## src/rtl/fifo_packer_if.sv

```systemverilog
// fifo_packer_if
//   Bundles the two handshakes of the FIFO packer.
//   Upstream side:   fifo_dout, fifo_empty_n (from a show-ahead FIFO), fifo_deq (pop request).
//   Downstream side: out_data, out_valid, out_ready, plus the delivered-vector counter pkt_count.
//   slave  modport: the packer itself.
//   master modport: the environment (FIFO + consumer).
interface fifo_packer_if #(
    parameter int DATA_WIDTH = 11,
    parameter int NUM_WORDS  = 25
);
    logic [DATA_WIDTH-1:0]           fifo_dout;
    logic                            fifo_empty_n;
    logic                            fifo_deq;
    logic [DATA_WIDTH*NUM_WORDS-1:0] out_data;
    logic                            out_valid;
    logic                            out_ready;
    logic [15:0]                     pkt_count;

    modport slave (
        input  fifo_dout, fifo_empty_n, out_ready,
        output fifo_deq, out_data, out_valid, pkt_count
    );

    modport master (
        output fifo_dout, fifo_empty_n, out_ready,
        input  fifo_deq, out_data, out_valid, pkt_count
    );
endinterface

```

## src/rtl/fifo_packer.sv

```systemverilog
// fifo_packer
//   Pops words from an upstream show-ahead FIFO and packs NUM_WORDS of them
//   into one wide vector (word i at bits [i*DATA_WIDTH +: DATA_WIDTH]),
//   presented through a valid/ready output register.
// Ports:
//   clk    - single clock, rising edge
//   rst_n  - asynchronous active-low reset
//   clr    - synchronous active-high clear (does not touch pkt_count)
//   bus    - fifo_packer_if.slave: FIFO pop side, packed output side, pkt_count
module fifo_packer #(
    parameter int DATA_WIDTH = 11,
    parameter int NUM_WORDS  = 25,
    parameter int CNT_WIDTH  = 5
) (
    input  logic          clk,
    input  logic          rst_n,
    input  logic          clr,
    fifo_packer_if.slave  bus
);
    localparam int VEC_W = DATA_WIDTH * NUM_WORDS;
    localparam logic [CNT_WIDTH-1:0] LAST = CNT_WIDTH'(NUM_WORDS - 1);

    typedef enum logic {COLLECT, HOLD} state_t;

    state_t               state_q, state_d;
    logic [CNT_WIDTH-1:0] cnt_q, cnt_d;
    logic [VEC_W-1:0]     acc_q, acc_d;
    logic [VEC_W-1:0]     out_data_q, out_data_d;
    logic                 out_valid_q, out_valid_d;
    logic [15:0]          pkt_count_q, pkt_count_d;
    logic                 deq;
    logic                 handshake;

    // Pop only while collecting; in HOLD the collect buffer is full.
    assign deq       = bus.fifo_empty_n && (state_q == COLLECT) && !clr;
    assign handshake = out_valid_q && bus.out_ready;

    always_comb begin
        state_d     = state_q;
        cnt_d       = cnt_q;
        acc_d       = acc_q;
        out_data_d  = out_data_q;
        out_valid_d = out_valid_q;
        // The counter tracks deliveries, independent of clr.
        pkt_count_d = pkt_count_q + 16'(handshake);

        if (clr) begin
            state_d     = COLLECT;
            cnt_d       = '0;
            acc_d       = '0;
            out_data_d  = '0;
            out_valid_d = 1'b0;
        end else begin
            // A delivery frees the output register; a load below overrides this.
            if (handshake) begin
                out_valid_d = 1'b0;
            end
            unique case (state_q)
                COLLECT: begin
                    if (deq) begin
                        if (cnt_q == LAST) begin
                            if (!out_valid_q || bus.out_ready) begin
                                // Bypass acc: last word goes straight into the output vector.
                                out_data_d  = {bus.fifo_dout, acc_q[VEC_W-DATA_WIDTH-1:0]};
                                out_valid_d = 1'b1;
                                cnt_d       = '0;
                            end else begin
                                acc_d[int'(cnt_q)*DATA_WIDTH +: DATA_WIDTH] = bus.fifo_dout;
                                state_d = HOLD;
                            end
                        end else begin
                            acc_d[int'(cnt_q)*DATA_WIDTH +: DATA_WIDTH] = bus.fifo_dout;
                            cnt_d = cnt_q + CNT_WIDTH'(1);
                        end
                    end
                end
                HOLD: begin
                    // out_valid is necessarily 1 here, so out_ready alone is the handshake.
                    if (bus.out_ready) begin
                        out_data_d  = acc_q;
                        out_valid_d = 1'b1;
                        cnt_d       = '0;
                        state_d     = COLLECT;
                    end
                end
                default: state_d = COLLECT;
            endcase
        end
    end

    always_ff @(posedge clk or negedge rst_n) begin
        if (!rst_n) begin
            state_q     <= COLLECT;
            cnt_q       <= '0;
            acc_q       <= '0;
            out_data_q  <= '0;
            out_valid_q <= 1'b0;
            pkt_count_q <= '0;
        end else begin
            state_q     <= state_d;
            cnt_q       <= cnt_d;
            acc_q       <= acc_d;
            out_data_q  <= out_data_d;
            out_valid_q <= out_valid_d;
            pkt_count_q <= pkt_count_d;
        end
    end

    assign bus.fifo_deq  = deq;
    assign bus.out_data  = out_data_q;
    assign bus.out_valid = out_valid_q;
    assign bus.pkt_count = pkt_count_q;
endmodule

```

## src/flat_wrapper.sv

```systemverilog
// flat-port wrapper written by rule: the top's interface ports become plain ports
module fifo_packer_flat 
#(
    parameter int DATA_WIDTH = 11,
    parameter int NUM_WORDS  = 25,
    parameter int CNT_WIDTH  = 5
)
  (clk, rst_n, clr, bus_fifo_dout, bus_fifo_empty_n, bus_out_ready, bus_fifo_deq, bus_out_data, bus_out_valid, bus_pkt_count);
  fifo_packer_if #(.DATA_WIDTH(DATA_WIDTH), .NUM_WORDS(NUM_WORDS)) bus_i ();
  input  logic clk;
  input  logic rst_n;
  input  logic clr;
  input wire logic [$bits(bus_i.fifo_dout)-1:0] bus_fifo_dout;
  input wire logic [$bits(bus_i.fifo_empty_n)-1:0] bus_fifo_empty_n;
  input wire logic [$bits(bus_i.out_ready)-1:0] bus_out_ready;
  output wire logic [$bits(bus_i.fifo_deq)-1:0] bus_fifo_deq;
  output wire logic [$bits(bus_i.out_data)-1:0] bus_out_data;
  output wire logic [$bits(bus_i.out_valid)-1:0] bus_out_valid;
  output wire logic [$bits(bus_i.pkt_count)-1:0] bus_pkt_count;
  assign bus_i.fifo_dout = bus_fifo_dout;
  assign bus_i.fifo_empty_n = bus_fifo_empty_n;
  assign bus_i.out_ready = bus_out_ready;
  assign bus_fifo_deq = bus_i.fifo_deq;
  assign bus_out_data = bus_i.out_data;
  assign bus_out_valid = bus_i.out_valid;
  assign bus_pkt_count = bus_i.pkt_count;
  fifo_packer #(.DATA_WIDTH(DATA_WIDTH), .NUM_WORDS(NUM_WORDS), .CNT_WIDTH(CNT_WIDTH)) u_core (.clk(clk), .rst_n(rst_n), .clr(clr), .bus(bus_i));
endmodule
```

## config.mk

```make
export PLATFORM = sky130hd
export DESIGN_NAME = fifo_packer_flat
export DESIGN_NICKNAME = d
export VERILOG_FILES = /design/src/rtl/fifo_packer_if.sv /design/src/rtl/fifo_packer.sv /design/src/flat_wrapper.sv
export SDC_FILE = /design/constraint.sdc
export NUM_CORES = 1
export LEC_CHECK = 0
export CORE_MARGIN = 2
export CORE_UTILIZATION = 55
export DETAILED_ROUTE_END_ITERATION = 7
export MAX_ROUTING_LAYER = met4
export PLACE_DENSITY = 0.85
export SETUP_SLACK_MARGIN = 0.1
export SLEW_MARGIN = 20
export SYNTH_ARGS = -nofsm -noshare
export SYNTH_HDL_FRONTEND = slang
export SYNTH_SLANG_ARGS = --single-unit
```

## constraint.sdc

```tcl
create_clock -name clk -period 5.7 [get_ports clk]
set_clock_uncertainty 0.1 [all_clocks]
set_input_delay 1.14 -clock clk [delete_from_list [all_inputs] [get_ports clk]]
set_output_delay 1.14 -clock clk [all_outputs]
set_load 0.02 [all_outputs]
```

[Yosys cells after proc, flatten, opt, wreduce, memory -nomap -nowiden]
Index checks and enable logic that the tools add are counted.
Cells by class
  add/sub/neg operators: 3
  $mul: 1
  eq/ne operators: 8
  reduce and logical (&&, ||, !) cells: 10
  bitwise logic cells: 1
  multiplexer cells: 31
  shift operators: 2
Operators by type and width (count)
  275-bit two-way mux: 10
  275-bit one-hot mux with 2 select lines: 1
  275-bit bitwise mux: 1
  11-bit by 33-bit variable shift with 275-bit output, first input constant: 1
  11-bit by 33-bit indexed part select with 275-bit output: 1
  32-bit negator with 33-bit output: 1
  5-bit two-way mux: 5
  16-bit by 1-bit adder with 16-bit output: 1
  3-bit inequality test, second input constant: 5
  1-bit two-way mux: 11
  5-bit one-hot mux with 2 select lines: 1
  5-bit by 4-bit multiplier with 9-bit output, second input constant: 1
  3-bit AND reduction: 2
  5-bit by 1-bit adder with 5-bit output, second input constant: 1
  5-bit equality test, second input constant: 1
  4-bit inequality test, second input constant: 1
  1-bit one-hot mux with 2 select lines: 2
  4-bit AND reduction: 1
  1-bit logical AND: 3
  1-bit zero test: 2
  2-bit inequality test, second input constant: 1
  2-bit nonzero test: 1
  1-bit logical OR: 1
  1-bit inverter: 1
Storage, ports and cells
  input bits: 16
  word-level logic and storage cells: 62
  register bits: 573

[Longest topological paths before layout]
Gate-level depths: netlist (run 1).
  word-level depth: 9
  mapped depth: 12
  depth with buffers taken out: 7

[Least setup slack after synthesis (run 1)]
Ideal clock, no wire load.
  path kind: input port to output port
  from: in clr
  to: out bus_fifo_deq
  data required time: 4.460 ns
  arrival time: 2.513 ns
  buffers on the path: 5
  path slack: 1.947 ns
  stages: 6
  cell sequence: buf_2 -> clkbuf_1 -> clkbuf_1 -> clkbuf_1 -> buf_1 -> nor2_1
Between the ends
  cells in the longest elaborated chain, start to end: 2
Ends and longest elaborated chain
  start, declared: line flat_wrapper.sv:12  | input logic clr;
  1-bit zero test: line fifo_packer.sv:35  | assign deq = bus.fifo_empty_n && (state_q == COLLECT) && !clr;
  1-bit logical AND: line fifo_packer.sv:35
  end, declared: line flat_wrapper.sv:16  | output wire logic [$bits(bus_i.fifo_deq)-1:0] bus_fifo_deq;
No other way between the ends.

[Final worst setup path (run 1)]
  from: in bus_fifo_empty_n
  to: out bus_fifo_deq
Between the ends
  cells in the longest elaborated chain, start to end: 2
Ends and longest elaborated chain
  start, declared: line flat_wrapper.sv:14  | input wire logic [$bits(bus_i.fifo_empty_n)-1:0] bus_fifo_empty_n;
  1-bit logical AND (2 in series): line fifo_packer.sv:35
No other way between the ends.

==> flow_metrics.tcl, run 1 <==
set metrics [dict create \
    syn2layout_area_growth_pct 22.9 \
    cts_max_level 2 \
    clock-sinks 573 \
    fillers 2919 \
    endpoint_kind "output pin" \
    maxCapViolations 0 \
    ant_nets 0 \
    final.setup.tns_ns 0 \
    drtIter0Drc 1591 \
    die_h_um 211 \
    rsz0062_at_grt "no" \
    drc 0 \
    wl_per_cell_um 21.8 \
    dr.pass1.iters 6 \
    outcome "complete, no violations" \
    setup_viol 0 \
    post_drt_via_cell_ratio 5.75 \
    vias 16800 \
    syn_nets 2115 \
    antenna_found_initial 0 \
    synth_cell_types 51 \
    die_x_um 211 \
    cts_hold_buf 0 \
    cp.arrival_ns 2.73 \
    multi_input_area_um2 8270 \
    syn-cell-area_um2 23500 \
    tightest_slew_ns 1.22 \
    slowest_stage "clkdlybuf4s50_1" \
    synth_edf_count 0 \
    final_net_count 2360 \
    cts_tree "done" \
    hp-class "reg -> reg" \
    setup_ws_ns 1.73 \
    fmax_ghz 0.252 \
    finalMaxSlewViolations 0 \
    cts_buffers 56 \
    required_ns 4.46 \
    post_cts_resized 0 \
    ys_ff_latch 573 \
    seq_area_frac_synth 0.610 \
    path_max_fanout 6 \
    gp_congestion 0.846 \
    io_buffers 308 \
    clk_pin_slew_worst_paths_ns 0.06 \
    diodes 0 \
    grt_pass1_wl_um 98600 \
    worstSkewPairLatency_ns 0.61 \
    startpoint_type "primary input" \
    hold_viol_final 0 \
    fin_crit_ns 3.97 \
    postCtsSetupRepairBufs 0 \
    max-vdd-ir-drop_mv 0.232 \
    dpl_worst_slack_ns 1.72 \
    grt_usage 0.299 \
    wl_um 63700 \
    slew_headroom 0.184 \
    clockBufferDepth 3 \
    core_um2 42000 \
    cts_root_buffer "clkbuf_16" \
    initial_core_util 0.559 \
    cp_common_cell "clkdlybuf4s50_1" \
    overflow 0 \
    place_hpwl_um 40600 \
    critPathMaxStageDelay_ns 0.65 \
    cellPowerDensity_nw_per_um2 298 \
    num_rows 75 \
    crit_chain "clkdlybuf4s50_1 > nand2b_1 > nor2_1 > clkdlybuf4s50_1" \
    yosysWarnings 0 \
    p_leak_nw 12.4 \
    grt_max_degree 187 \
    synthFlopType "dfrtp_1" \
    syn_area_per_cell_um2 11.2 \
    critPathKind "in -> out" \
    grt_pass1_vias 16900 \
    timing.final.crit_share 0.696 \
    synthArstFlopShare 1.00 \
    layout-drive-gt1-share 0.0701 \
    io_pins 309 \
    synth_cells 2093 \
    register_area_um2 14300 \
    dieArea_um2 44400 \
]
## synth_stat cells (4+ instances only)
cell type    n  area, um^2
buf_4       11        82.6
o21ai_0    197         986
nand3_1     29         145
buf_2       28         140
clkbuf_1    80         300
dfrtp_1    573       14300
xor2_1       7        61.3
o2bb2ai_1   33         289
clkbuf_2    13        65.1
nor2b_1      8        50.1
ha_1         6        75.1
mux2i_1    220        2200
o22ai_1     26         163
nand2b_1   292        1830
nor2_1      48         180
nor3_1       5        25.0
o31ai_1     11        82.6
buf_6       29         327
nand2_1    334        1250
nor4_1       4        25.0
o21ai_1     82         410
xnor2_1     10        87.6
a31oi_1      4        25.0
## state kept, by name, summed over array words and instances (netlist names)
signal                cells
u_core.bus.pkt_count     16
u_core.bus.out_data     275
u_core.state_q            1
u_core.acc_q            275
u_core.bus.out_valid      1
u_core.cnt_q              5
## metal layers
layer  routed length, um  track usage  share of wire
met3                4120       0.0528          0.065
met1               26700        0.399           0.42
met4                1760       0.0935          0.028
met5                   0            -              0
met2               31100        0.473           0.49
## through the flow
step / power (mW) / area [um^2] / instances / hold WS [ns] / utilization
5_1_grt: 8.85 / 28900 / 2923 / 0.399 / 0.687
3_5_place_dp: 4.60 / 26800 / 2818 / 0.369 / 0.637
2_1_floorplan: 4.40 / 23500 / 2093 / 0.387 / -
6_report: 8.60 / 28900 / 2923 / 0.378 / 0.687
3_3_place_gp: 4.59 / 26800 / 2818 / 0.361 / 0.636
4_1_cts: 8.65 / 28800 / 2922 / 0.384 / 0.686
## power by group
group          switching (mW)  internal (mW)
clock                    1.59           2.48
sequential             0.0148           4.09
combinational           0.312          0.115
total                    1.92           6.68
## placed cells by master, fill, tap and decap left out, types with 3 or more instances in the layout
| cell | n |
|---|---|
| xnor2_1 | 10 |
| nand4_1 | 3 |
| dfrtp_1 | 573 |
| nor2_1 | 40 |
| xor2_1 | 7 |
| nand2b_1 | 288 |
| mux2i_1 | 220 |
| clkbuf_1 | 8 |
| a31oi_1 | 4 |
| nor2b_1 | 8 |
| bufinv_16 | 10 |
| nor3_1 | 4 |
| nand3_1 | 29 |
| clkinv_2 | 7 |
| ha_1 | 6 |
| o2bb2ai_1 | 33 |
| or2_2 | 3 |
| inv_6 | 3 |
| and4_1 | 3 |
| o21ai_1 | 82 |
| o31ai_1 | 11 |
| clkbuf_16 | 56 |
| clkdlybuf4s50_1 | 306 |
| nand2_1 | 334 |
| buf_12 | 8 |
| o21ai_0 | 197 |
| nor2_2 | 8 |
| nand2b_2 | 4 |
| buf_4 | 33 |
| o22ai_1 | 26 |
| clkbuf_8 | 17 |
## worst paths after layout
check | from | to | slack (ns) | cells past startpoint
worst max register to register | u_core.cnt_q[0] | u_core.bus.out_data[8] | 2.10 | 7
worst min register to register | u_core.bus.out_data[160] | u_core.bus.out_data[160] | 0.38 | 2
worst min-delay path | u_core.bus.out_data[160] | u_core.bus.out_data[160] | 0.38 | 2
min in group asynchronous | rst_n | u_core.bus.out_data[256] | 0.56 | 1
worst max-delay path | bus_fifo_empty_n | bus_fifo_deq | 1.73 | 4
max in group asynchronous | rst_n | u_core.bus.out_data[152] | 3.68 | 2
## critical path, delay by kind of cell
family                 cells  cell delay, ns
buffers and inverters      2            1.22
AND/OR/NAND/NOR            2            0.37
## cells by family (layout without fill, tap and decap cells)
family,Yosys count,in the layout,share of synthesized area
flip-flops,573,573,0.610
AO/OA/AOI/OAI,366,366,0.0884
multiplexers,222,222,0.0947
AND/OR/NAND/NOR,743,743,0.157
buffers and inverters,166,457,0.0402
adder cells (fa/ha/maj),6,6,0.00320
XOR/XNOR,17,17,0.00634
## area by class of cell
class,count,area share
Sequential cell,573,0.496
Multi-Input combinational cell,1354,0.286
Timing Repair Buffer,351,0.122
Clock buffer,81,0.0577
Tap cell,539,0.0233
Clock inverter,23,0.0136
Inverter,2,0.000260
Power figures use the tool's default switching activity.
==> run 2, diff against run 1 <==
- clock period: 5.7 -> 4.1 ns (I/O delays scaled with it)
==> flow_metrics.tcl, run 2 (synthesis results as in run 1) <==
set metrics [dict create \
    outcome "complete, no violations" \
    finalMaxSlewViolations 0 \
    wl_per_cell_um 21.5 \
    final_common_cell "dfrtp_1" \
    antenna_found_initial 0 \
    post_cts_resized 0 \
    rsz0062_at_grt "no" \
    max-vdd-ir-drop_mv 0.351 \
    grt_pass1_wl_um 98200 \
    final_area_um2 28800 \
    setup_ws_ns 0.695 \
    startpoint_type "flip-flop" \
    endpoint_kind "output pin" \
    required_ns 3.18 \
    critPathLaunch "u_core.state_q" \
    ant_nets 0 \
    r2r_start "u_core.cnt_q[0]" \
    gr-usage-met1 0.402 \
    wl_um 63200 \
    cts_max_level 2 \
    setup_viol 0 \
    grtUsageMet3 0.0434 \
    critPathMaxStageDelay_ns 0.70 \
    io_buffers 308 \
    multi_input_area_um2 8230 \
    dpl_worst_slack_ns 0.822 \
    diodes 0 \
    hp-class "in -> async" \
    critPathKind "reg -> out" \
    place_area_um2 26900 \
    cp.arrival_ns 2.48 \
    dieArea_um2 44400 \
    drtIter0Drc 1747 \
    path_delay_family "flip-flops" \
    path_max_fanout 20 \
    place_hpwl_um 41000 \
    fmax_ghz 0.294 \
    p_leak_nw 12.4 \
    final_net_count 2378 \
    dr.pass1.iters 6 \
    overflow 0 \
    clockBufferDepth 3 \
    worstSkewPairLatency_ns 0.61 \
    total_power_mw 11.5 \
    final.setup.tns_ns 0 \
    drc 0 \
    cp_num_buf_inv 1 \
    core_um2 42000 \
    fillers 2973 \
    die_h_um 211 \
    num_rows 75 \
    r2r-end "u_core.bus.out_data[93]" \
    cts_hold_buf 0 \
    io_pins 309 \
    layout-drive-gt1-share 0.0704 \
    crit_chain "nand2b_1 > nor2_1 > clkdlybuf4s50_1" \
    ff2ff_setup_slack_ns 0.88 \
    postCtsSetupRepairBufs 0 \
    met2_usage 0.467 \
    ff2ff_path_depth 8 \
    tightest_slew_ns 1.15 \
    hold_viol_final 0 \
    grt.busiest_layer "met2" \
    timing.final.crit_share 0.830 \
    clock-sinks 573 \
    gp_congestion 0.886 \
    maxCapViolations 0 \
    slowest_stage "dfrtp_1" \
    cts_root_buffer "clkbuf_16" \
    cts_tree "done" \
    die_x_um 211 \
    syn2layout_area_growth_pct 22.5 \
    register_area_um2 14300 \
    grt_max_degree 187 \
    cts_buffers 55 \
    vias 16700 \
    cellPowerDensity_nw_per_um2 400 \
    initial_core_util 0.559 \
    layout_common_cells "573 x dfrtp_1, 334 x nand2_1, 306 x clkdlybuf4s50_1" \
    grt_usage 0.299 \
    grt_pass1_vias 16800 \
    fin_crit_ns 3.40 \
    post_drt_via_cell_ratio 5.67 \
    path_depth 3 \
    clk_pin_slew_worst_paths_ns 0.06 \
    slew_headroom 0.236 \
]
-- run 2: changes by cell type in the layout (fill, tap and decap cells not counted), sizes merged --
cell | previous run | this run
clkbuf | 81 | 83
buf | 45 | 64
clkinvlp | 1 | 2
clkinv | 9 | 12
bufinv | 10 | 4
inv | 5 | 3
-- run 2: report_power, final --
group,switching (mW),leakage (nW),internal [mW]
Sequential,0.0196,7.99,5.68
Clock,2.16,0.929,3.05
Combinational,0.431,3.48,0.162
Total,2.61,12.4,8.89
-- run 2: worst max path at each step --
stage	to	slack [ns]
2_1_floorplan	bus_fifo_deq	0.99
3_3_place_gp	bus_fifo_deq	0.80
3_5_place_dp	bus_fifo_deq	0.82
4_1_cts	bus_fifo_deq	0.69
5_1_grt	bus_fifo_deq	0.62
6_report	bus_fifo_deq	0.70
-- run 2: layout make-up --
| type | instances | area share |
|---|---|---|
| Timing Repair Buffer | 370 | 0.127 |
| Multi-Input combinational cell | 1354 | 0.286 |
| Tap cell | 539 | 0.0234 |
| Sequential cell | 573 | 0.498 |
| Clock inverter | 19 | 0.00748 |
| Clock buffer | 83 | 0.0578 |
| Inverter | 2 | 0.000261 |
-- run 2: through the flow --
step           std cells  hold slack (ns)  utilization
4_1_cts             2940            0.132        0.685
3_3_place_gp        2838            0.361        0.640
3_5_place_dp        2838            0.366        0.640
5_1_grt             2940            0.176        0.685
2_1_floorplan       2093            0.387            -
6_report            2940            0.143        0.685
-- run 2: metal layers --
metal,share of wire,routed length [um]
met1,0.43,26900
met2,0.48,30200
met3,0.060,3780
met4,0.037,2360
met5,0,0
==> run 3, diff against run 2 <==
- clock period: 4.1 -> 3.2 ns (I/O delays scaled with it)
==> flow_metrics.tcl, run 3 (synthesis results as in run 1) <==
set metrics [dict create \
    outcome "complete, no violations" \
    die_x_um 211 \
    num_rows 75 \
    dr.pass1.iters 5 \
    grt_usage 0.304 \
    slew_headroom 0.448 \
    ff2ff_setup_slack_ns 0.27 \
    hp-class "reg -> reg" \
    p_leak_nw 12.6 \
    overflow 0 \
    setup_ws_ns 0.252 \
    hold_viol_final 0 \
    min_path_cells 2 \
    endpoint_kind "output pin" \
    wl_per_cell_um 21.8 \
    final.setup.tns_ns 0 \
    cellPowerDensity_nw_per_um2 506 \
    multi_input_area_um2 8230 \
    fin_util 0.692 \
    critPathMaxStageDelay_ns 0.64 \
    fin_crit_ns 2.95 \
    drtIter0Drc 1614 \
    required_ns 2.46 \
    vias 17000 \
    r2r-end "u_core.bus.out_data[169]" \
    io_pins 309 \
    tightest_slew_ns 0.825 \
    postCtsSetupRepairBufs 0 \
    final_common_cell "dfrtp_1" \
    grt_max_degree 185 \
    cts_buffers 56 \
    slowest_stage "clkdlybuf4s50_1" \
    path_max_fanout 6 \
    syn2layout_area_growth_pct 23.8 \
    setup_viol 0 \
    cts_root_buffer "clkbuf_16" \
    timing.hold.ws_ns 0.376 \
    io_buffers 308 \
    gp_congestion 0.880 \
    startpoint_type "primary input" \
    cts_max_level 2 \
    r2r_start "u_core.cnt_q[1]" \
    final_net_count 2409 \
    worstSkewPairLatency_ns 0.60 \
    critPathLaunch "bus_fifo_empty_n" \
    fillers 2956 \
    place_hpwl_um 43000 \
    post_drt_via_cell_ratio 5.72 \
    finalMaxSlewViolations 0 \
    clockBufferDepth 3 \
    core_um2 42000 \
    post_cts_resized 0 \
    layout-drive-gt1-share 0.0775 \
    critPathKind "in -> out" \
    maxCapViolations 0 \
    crit_chain "clkdlybuf4s50_1 > nand2b_1 > nor2_1 > clkdlybuf4s50_1" \
    grt_pass1_vias 17100 \
    antenna_found_initial 1 \
    drc 0 \
    cp.arrival_ns 2.21 \
    hold_path_end "u_core.bus.out_data[106]" \
    fmax_ghz 0.339 \
    layout_common_cells "573 x dfrtp_1, 334 x nand2_1, 306 x clkdlybuf4s50_1" \
    rsz0062_at_grt "no" \
    timing.final.crit_share 0.921 \
    clock-sinks 573 \
    clk_pin_slew_worst_paths_ns 0.06 \
    grt_pass1_wl_um 100000 \
    cts_tree "done" \
    cp_num_buf_inv 2 \
    path_delay_family "buffers and inverters" \
    register_area_um2 14300 \
    wl_um 64600 \
    ant_nets 0 \
    min-delay-start "u_core.bus.out_data[106]" \
    cp_common_cell "clkdlybuf4s50_1" \
    ff2ff_path_depth 8 \
    dieArea_um2 44400 \
    dpl_worst_slack_ns 0.252 \
    die_h_um 211 \
    initial_core_util 0.559 \
    max-vdd-ir-drop_mv 0.375 \
]
-- run 3: per-layer routing --
metal	wire length, um	vias up	track usage	share of wire
met5	0	-	-	0
met4	1810	0	0.0886	0.028
met3	4370	123	0.0495	0.068
met2	31200	641	0.476	0.48
met1	27200	8619	0.416	0.42
li1	-	7574	-	-
-- run 3: worst max path at each step --
stage | to | depth (start not counted) | slack [ns]
6_report | bus_fifo_deq | 4 | 0.25
5_1_grt | u_core.bus.out_data[71] | 9 | 0.17
4_1_cts | bus_fifo_deq | 4 | 0.25
3_5_place_dp | bus_fifo_deq | 4 | 0.25
3_3_place_gp | bus_fifo_deq | 4 | 0.23
2_1_floorplan | bus_fifo_deq | 6 | 0.45
-- run 3: power by group --
group	switching, mW	internal, mW
Combinational	0.566	0.244
Sequential	0.0236	7.28
Clock	2.72	3.88
Total	3.31	11.4
-- run 3: timing repair --
| item | CTS | global route |
|---|---|---|
| hold buffers | 1 | 0 |
| hold endpoints to repair | 57 | 0 |
| endpoints found under the setup margin | 0 | 0 |
-- run 3: worst min-delay path: stages (launching register included) --
cell,delay [ns]
dfrtp_1,0.34
nand2_1,0.05
o21ai_0,0.06
-- run 3: layout make-up --
| cell class | count | area share |
|---|---|---|
| antenna | 1 | 0.0000860 |
| clock inverter | 11 | 0.00568 |
| tap | 539 | 0.0232 |
| inverter | 2 | 0.000258 |
| multi-input combinational | 1354 | 0.283 |
| clock buffer | 86 | 0.0573 |
| sequential | 573 | 0.493 |
| timing repair buffer | 400 | 0.138 |
-- run 3: per-stage QoR --
stage	instance area (um^2)	instances	total power [mW]
final	29100	2966	14.7
after global routing	29100	2966	15.1
after CTS	29100	2964	14.8
after detailed placement	27200	2866	8.23
after global placement	27200	2866	8.21
after floorplan	23500	2093	7.83
